==> src/rtl/odelay_pipe_loader.sv <==
// odelay_pipe_loader
//   Stages per-lane output-delay settings into the ODELAYE2 FINEDELAY pipeline
//   registers and applies all lanes together with one shared LD pulse, so every
//   DQ/DQS output delay of a byte group changes on the same clock edge.
//
// Ports
//   clk, rst          clock (also drives the primitives' C input), sync active-high reset
//   cmd_valid/ready   command handshake; accept on valid && ready
//   cmd_op            0 = stage cmd_delay into cmd_lane, 1 = commit all staged lanes
//   cmd_lane          stage target lane
//   cmd_delay         {coarse[4:0], fine[2:0]}
//   odly_cntvalue     per-lane CNTVALUEIN, lane i at [5i+4:5i]
//   odly_ldpipeen     per-lane LDPIPEEN pulse
//   odly_ld           shared LD pulse
//   odly_fine         per-lane OFDLY, lane i at [3i+2:3i]
//   dirty             lanes staged but not committed
//   busy              commit or settle in progress
//   bad_lane          sticky: a stage targeted a lane >= LANES
//   rd_lane/rd_delay  registered readback of the applied delay
//
// State table
//   IDLE   | ready for a command
//   STAGE  | one-cycle slot after a stage (LDPIPEEN pulse) or an empty commit
//   COMMIT | LD pulse cycle; fine/applied take the staged values on its closing edge
//   SETTLE | busy hold-off while the delay lines settle

module odelay_pipe_loader #(
    parameter int          LANES         = 8,
    parameter logic [7:0]  DELAY_VALUE   = 8'h00,
    parameter int          SETTLE_CYCLES = 4
) (
    input  logic                 clk,
    input  logic                 rst,
    input  logic                 cmd_valid,
    output logic                 cmd_ready,
    input  logic                 cmd_op,
    input  logic [3:0]           cmd_lane,
    input  logic [7:0]           cmd_delay,
    output logic [5*LANES-1:0]   odly_cntvalue,
    output logic [LANES-1:0]     odly_ldpipeen,
    output logic                 odly_ld,
    output logic [3*LANES-1:0]   odly_fine,
    output logic [LANES-1:0]     dirty,
    output logic                 busy,
    output logic                 bad_lane,
    input  logic [3:0]           rd_lane,
    output logic [7:0]           rd_delay
);

    localparam logic [1:0] S_IDLE   = 2'd0;
    localparam logic [1:0] S_STAGE  = 2'd1;
    localparam logic [1:0] S_COMMIT = 2'd2;
    localparam logic [1:0] S_SETTLE = 2'd3;

    logic [1:0]              state_q, state_d;
    logic [3:0]              cnt_q, cnt_d;
    logic [LANES-1:0][4:0]   coarse_q, coarse_d;
    logic [LANES-1:0][2:0]   fine_pre_q, fine_pre_d;
    logic [LANES-1:0][2:0]   fine_q, fine_d;
    logic [LANES-1:0][7:0]   staged_q, staged_d;
    logic [LANES-1:0][7:0]   applied_q, applied_d;
    logic [LANES-1:0]        dirty_q, dirty_d;
    logic [LANES-1:0]        ldpipeen_q, ldpipeen_d;
    logic                    ld_q, ld_d;
    logic                    bad_q, bad_d;
    logic [7:0]              rd_delay_q, rd_delay_d;
    logic [LANES-1:0]        lane_hit;

    assign cmd_ready     = (state_q == S_IDLE) && !rst;
    assign odly_cntvalue = coarse_q;
    assign odly_fine     = fine_q;
    assign odly_ldpipeen = ldpipeen_q;
    assign odly_ld       = ld_q;
    assign dirty         = dirty_q;
    assign busy          = (state_q == S_COMMIT) || (state_q == S_SETTLE);
    assign bad_lane      = bad_q;
    assign rd_delay      = rd_delay_q;

    always_comb begin
        state_d    = state_q;
        cnt_d      = cnt_q;
        coarse_d   = coarse_q;
        fine_pre_d = fine_pre_q;
        fine_d     = fine_q;
        staged_d   = staged_q;
        applied_d  = applied_q;
        dirty_d    = dirty_q;
        ldpipeen_d = '0;
        ld_d       = 1'b0;
        bad_d      = bad_q;
        rd_delay_d = 8'h00;
        lane_hit   = '0;

        // Decoding by loop keeps out-of-range lanes from aliasing onto real ones.
        for (int i = 0; i < LANES; i++) begin
            lane_hit[i] = (cmd_lane == 4'(i));
            if (rd_lane == 4'(i)) begin
                rd_delay_d = applied_q[i];
            end
        end

        case (state_q)
            S_IDLE: begin
                if (cmd_valid) begin
                    if (!cmd_op) begin
                        state_d = S_STAGE;
                        if (|lane_hit) begin
                            for (int i = 0; i < LANES; i++) begin
                                if (lane_hit[i]) begin
                                    coarse_d[i]   = cmd_delay[7:3];
                                    fine_pre_d[i] = cmd_delay[2:0];
                                    staged_d[i]   = cmd_delay;
                                    dirty_d[i]    = 1'b1;
                                end
                            end
                            // Registered so the pulse lands in the STAGE cycle.
                            ldpipeen_d = lane_hit;
                        end else begin
                            bad_d = 1'b1;
                        end
                    end else if (|dirty_q) begin
                        state_d = S_COMMIT;
                        ld_d    = 1'b1;
                    end else begin
                        // Nothing staged: burn one cycle without touching LD.
                        state_d = S_STAGE;
                    end
                end
            end
            S_STAGE: begin
                state_d = S_IDLE;
            end
            S_COMMIT: begin
                // Closing edge coincides with the primitive sampling LD.
                fine_d    = fine_pre_q;
                applied_d = staged_q;
                dirty_d   = '0;
                cnt_d     = 4'(SETTLE_CYCLES - 1);
                state_d   = S_SETTLE;
            end
            S_SETTLE: begin
                if (cnt_q == 4'd0) begin
                    state_d = S_IDLE;
                end else begin
                    cnt_d = cnt_q - 4'd1;
                end
            end
            default: begin
                state_d = S_IDLE;
            end
        endcase
    end

    always_ff @(posedge clk) begin
        if (rst) begin
            state_q    <= S_IDLE;
            cnt_q      <= 4'd0;
            coarse_q   <= {LANES{DELAY_VALUE[7:3]}};
            fine_pre_q <= {LANES{DELAY_VALUE[2:0]}};
            fine_q     <= {LANES{DELAY_VALUE[2:0]}};
            staged_q   <= {LANES{DELAY_VALUE}};
            applied_q  <= {LANES{DELAY_VALUE}};
            dirty_q    <= '0;
            ldpipeen_q <= '0;
            ld_q       <= 1'b0;
            bad_q      <= 1'b0;
            rd_delay_q <= DELAY_VALUE;
        end else begin
            state_q    <= state_d;
            cnt_q      <= cnt_d;
            coarse_q   <= coarse_d;
            fine_pre_q <= fine_pre_d;
            fine_q     <= fine_d;
            staged_q   <= staged_d;
            applied_q  <= applied_d;
            dirty_q    <= dirty_d;
            ldpipeen_q <= ldpipeen_d;
            ld_q       <= ld_d;
            bad_q      <= bad_d;
            rd_delay_q <= rd_delay_d;
        end
    end

endmodule

==> config.mk <==
export PLATFORM = sky130hd
export DESIGN_NAME = odelay_pipe_loader
export DESIGN_NICKNAME = d
export VERILOG_FILES = /design/src/rtl/odelay_pipe_loader.sv
export SDC_FILE = /design/constraint.sdc
export NUM_CORES = 1
export LEC_CHECK = 0
export ABC_CLOCK_PERIOD_IN_PS = 1700
export CORE_UTILIZATION = 48
export CTS_CLUSTER_SIZE = 24
export DETAILED_ROUTE_END_ITERATION = 6
export HOLD_SLACK_MARGIN = 0.05
export PLACE_DENSITY = 0.75
export SLEW_MARGIN = 30
export SYNTH_ARGS = -nofsm -noshare
export SYNTH_HDL_FRONTEND = slang
export SYNTH_SLANG_ARGS = --single-unit
==> constraint.sdc <==
create_clock -name clk -period 1.7 [get_ports clk]
set_clock_uncertainty 0.15 [all_clocks]
set_input_delay 0.255 -clock clk [delete_from_list [all_inputs] [get_ports clk]]
set_output_delay 0.255 -clock clk [all_outputs]
set_load 0.02 [all_outputs]
# Word-level counts from Yosys, hierarchy flattened
# Cells that the tools add are included.
classes:
  add_sub_neg: 1
  n_eq_ne: 30
  mux: 28
  bitwise_logic: 4
  n_reduce_logical: 32
op_table:
  columns: ["operator", "count"]
  rows:
  - ["$mux W8", 11]
  - ["$reduce_and A5 Y1", 16]
  - ["$eq A4 B3 Y1 const B", 8]
  - ["$ne A2 B2 Y1 const B", 11]
  - ["$eq A4 B2 Y1 const B", 4]
  - ["$pmux W8 S2", 1]
  - ["$reduce_or A8 Y1", 2]
  - ["$logic_not A4 Y1", 3]
  - ["$mux W1", 9]
  - ["$eq A4 B1 Y1 const B", 2]
  - ["$mux W2", 4]
  - ["$pmux W2 S4", 1]
  - ["$pmux W4 S2", 1]
  - ["$reduce_or A5 Y1", 1]
  - ["$eq A2 B2 Y1 const B", 2]
  - ["$mux W4", 1]
  - ["$ne A2 B1 Y1 const B", 2]
  - ["$not A1 Y1", 4]
  - ["$reduce_and A2 Y1", 2]
  - ["$reduce_and A4 Y1", 1]
  - ["$reduce_bool A2 Y1", 2]
  - ["$reduce_or A4 Y1", 1]
  - ["$sub A4 B1 Y4 const B", 1]
  - ["$eq A2 B1 Y1 const B", 1]
  - ["4 further kinds", 4]
totals:
  ff_bits: 248
  in_bits: 20
  output_inout_bits: 92
  word_cells: 149

# Logic depth before layout (Yosys ltp)
logic_depth:
  depth_word: 9
  depth_mapped: 7
  depth_no_buf: 6

# Worst setup path after synthesis
# OpenSTA, ideal clock, no wires.
synth_path:
  path_type: "register to register"
  start: "register cnt_q[0]"
  end: "register cnt_q[1]"
  setup_time_ns: 0.122
  arrival_ns: 1.452
  required_ns: 1.428
  slack_ns: -0.024
  stages_incl_launch_ff: 7
  path_buffers: 1
  synth_period_minus_slack_ns: 1.724
  cell_sequence: "dfxtp_1 > inv_1 > ha_1 > or3b_1 > and3_1 > clkbuf_1 > o311a_1"
synth_between:
  elab_chain_len: 3
  elab_cells_between_ends: 6
  cone_classes: "1 x add/sub; 1 x eq/ne; 2 x mux; 2 x reduce/logical"
synth_rtl:
  columns: ["element", "line_no", "text"]
  rows:
  - ["start: declaration", "56", "logic [3:0] cnt_q, cnt_d;"]
  - ["start signal: assignment", "170", "cnt_q <= cnt_d;"]
  - ["$sub A4 B1 Y4 or $logic_not A4 Y1 (tied branches)", "145, 142", null]
  - ["$mux W4 or $ne A2 B2 Y1 (tied branches)", null, null]
  - ["$pmux W4 S2 or $reduce_and A2 Y1 (tied branches)", null, null]
# Parallel ways exist; a longest one is shown, timed or not. The select of a mux whose other input is x is not followed.
# A chain may end at the register's enable or synchronous reset.

# Final worst setup path
layout_path:
  start: "register state_q[0]"
  end: "register fine_pre_q[12] (netlist bit)"
layout_between:
  elab_chain_len: 2
layout_rtl:
  columns: ["element", "line_no", "text"]
  rows:
  - ["start: declaration", "55", "logic [1:0] state_q, state_d;"]
  - ["start signal: assignment", "169", "state_q <= state_d;"]
  - ["$logic_not A2 Y1", "102", "case (state_q)"]
  - ["$reduce_and A5 Y1 (no line)", null, null]
  - ["end signal: assignment", "159", "fine_pre_q <= {LANES{DELAY_VALUE[2:0]}};"]
  - ["end signal: assignment", "172", "fine_pre_q <= fine_pre_d;"]
  - ["end: declaration", "58", "logic [LANES-1:0][2:0] fine_pre_q, fine_pre_d;"]
# Every way passes these cells.

==> out/qor.yml <==
hold_path.class: "in -> reg"
drt_iter0_drc: 435
cts_sinks: 160
ant_nets: 0
crit_type: "reg -> reg"
io_buffers: 111
grt-ovfl-total: 0
met1_length_um: 7820
grt.total_usage_pct: 25.0
cp_num_buf_inv: 1
drt_wl_total_um: 17300
dp_cells: 1057
cp_top_family: "simple AND/OR/NAND/NOR gates"
p_leak_nw: 3.90
ys_warn_count: 0
ir_drop_v: 0.000679
cts_buffer_depth: 2
tightest_slew_ns: 0.506
cts_max_level: 4
required_ns: 1.85
cap_violations: 0
routedWlPerCell_um: 15.9
gp_congestion: 0.833
setup_tns_ns: 0
synthFlopType: "dfxtp_1"
num_antenna_cells: 0
start_util_pct: 49.6
hold_violations: 0
cpPeakStageDelay_ns: 0.35
fin_crit_ns: 1.68
yosysSeqAreaShare_pct: 48.2
grt_pass1_wl_um: 27500
wl_met3_um: 829
period_share_pct: 98.9
pin_count: 112
synth_edf_count: 0
dr.pass1.iters: 4
coreArea_um2: 13400
relSlewSlack_pct: 66.2
synthDistinctLibCells: 41
clk_latency_ns: 0.42
slowest_stage: "dfxtp_4"
nets: 924
fmax_mhz: 594
grt_pass1_vias: 5336
fill_cells: 1167
grt_max_degree: 77
fin_cells: 1089
setup_viol: 0
syn_avg_cell_area_um2: 8.28
fp.dieH_um: 120
slew_viol_final: 0
via_per_inst: 5.25
path_cells: "nor4b_4 > buf_6 > nand3_4 > mux2i_1 > nor2_1"
die_w_um: 120
met2_length_um: 8240
post-route-drc-count: 0
status: "completed"
critPathLaunchType: "flip-flop"
root_buffer: "clkbuf_16"
clk_pin_slew_ns: 0.06
cts_tree: "done"
numCtsBuffers: 17
synth_cells: 803
rows: 42
rsz0062_at_grt: "yes"
die_area_um2: 14300
ys_seq_elements: 160
synthArstFlopShare_pct: 0
worstPathArrival_ns: 1.83
synth_area_um2: 6650
antenna_found_initial: 0
vias: 5718
hpwl_um: 11700
timing.hold.ws_ns: 0.0719
final_layout_size_suffix_gt1_share_pct: 11.2
path_max_fanout: 8
crit_path_end_kind: "flip-flop"
power_density_nw_per_um2: 997
synth_fp_nets: 825
routed.top_layer: "met4"
area_growth_pct: 28.1
## stage by stage
stage                     util [%]  power [mW]  area, µm²  setup WS (ns)
after floorplan                  -        4.30       6650         0.0225
after global placement        59.5        4.60       7980         -0.374
after detailed placement      59.5        4.60       7980         -0.392
after CTS                     63.4        8.51       8490        0.00238
after global routing          63.6        8.75       8520        -0.0749
final                         63.6        8.50       8520         0.0179
## path summary, 6_finish.rpt
kind / start / end / slack [ns] / cells after the start
worst min register to register: fine_pre_q[3] / odly_fine[3] / 0.30 / 2
worst max register to register: state_q[0] / fine_pre_q[12] / 0.02 / 5
worst max-delay path: state_q[0] / fine_pre_q[12] / 0.02 / 5
worst min-delay path: rst / odly_ld / 0.07 / 3
## where the power goes
group / internal [mW] / switching [mW] / total [mW] / leakage (nW)
clock network: 2.52 / 1.45 / 3.97 / 0.305
logic: 0.268 / 0.439 / 0.707 / 2.30
registers: 3.79 / 0.0264 / 3.82 / 1.29
## state kept, by name, indices dropped and copies added (netlist names)
signal,count
staged_q,8
odly_fine,16
cnt_q,4
dirty,8
applied_q,48
bad_lane,1
state_q,2
odly_cntvalue,40
rd_delay,8
odly_ldpipeen,8
odly_ld,1
fine_pre_q,16
## cell type report
class / instances / area, µm² / share of cell area [%]
Multi-Input combinational cell: 531 / 2930 / 34.3
Inverter: 28 / 105 / 1.23
Timing Repair Buffer: 164 / 1450 / 17.0
Clock buffer: 25 / 515 / 6.05
Clock inverter: 5 / 100 / 1.17
Tap cell: 176 / 220 / 2.58
Sequential cell: 160 / 3210 / 37.7
## layout by cell type, fill, tap and decap left out, drive strengths merged, types with 2 or more instances in the layout
master,synthesis,final
nand2,165,165
dfxtp,160,160
dlygate4sd2,0,90
nor2,89,89
a21oi,88,88
mux2i,64,64
buf,42,55
o21ai,51,51
inv,28,28
clkbuf,42,25
clkdlybuf4s50,0,17
nand2b,16,16
nor3,9,9
a31oi,9,9
nand3,7,7
nor4,5,5
nor2b,3,3
o21a,3,3
bufinv,0,3
nand4,2,2
nor3b,2,2
ha,2,2
clkinv,0,2
and3,2,2
## cell families after synthesis
logic type	after synthesis	share of synthesized area, %
fa+ha+maj	2	0.376
buf+inv	112	8.30
simple gates	307	21.0
xor+xnor	1	0.132
compound gates	157	12.4
mux	64	9.63
flops	160	48.2
## timing repair
item                                    4_1_cts  5_1_grt
endpoints found under the setup margin      140       60
resized for setup                           101        9
pin swaps                                     1       10
hold buffers                                  0        0
setup buffers                                 1        1
## synthesized netlist by cell type (3+ instances only)
cell type    n  area share [%]
a21oi_1     88             6.6
a31oi_1      9            0.85
buf_1        6            0.34
buf_2        6            0.45
buf_4       27             3.0
buf_6        3            0.51
clkbuf_1    42             2.4
dfxtp_1    160              48
inv_1       28             1.6
mux2i_1     64             9.6
nand2_1    165             9.3
nand2b_1    16             1.5
nand3_4      6             1.6
nor2_1      88             5.0
nor2b_1      3            0.28
nor3_1       9            0.68
nor4_1       5            0.47
o21a_1       3            0.34
o21ai_0     46             3.5
o21ai_1      5            0.38
## metal layers
metal,up-vias,global-route usage (%)
li1,2819,-
met1,2693,32.6
met2,176,40.3
met3,30,4.94
met4,0,10.7
met5,-,0
## tightest hold or removal path, delay by kind of cell
kind          cells  cell delay (ns)
simple gates      2             0.21
buf+inv           1             0.13
Note: power is estimated with default switching activity, not from simulation.
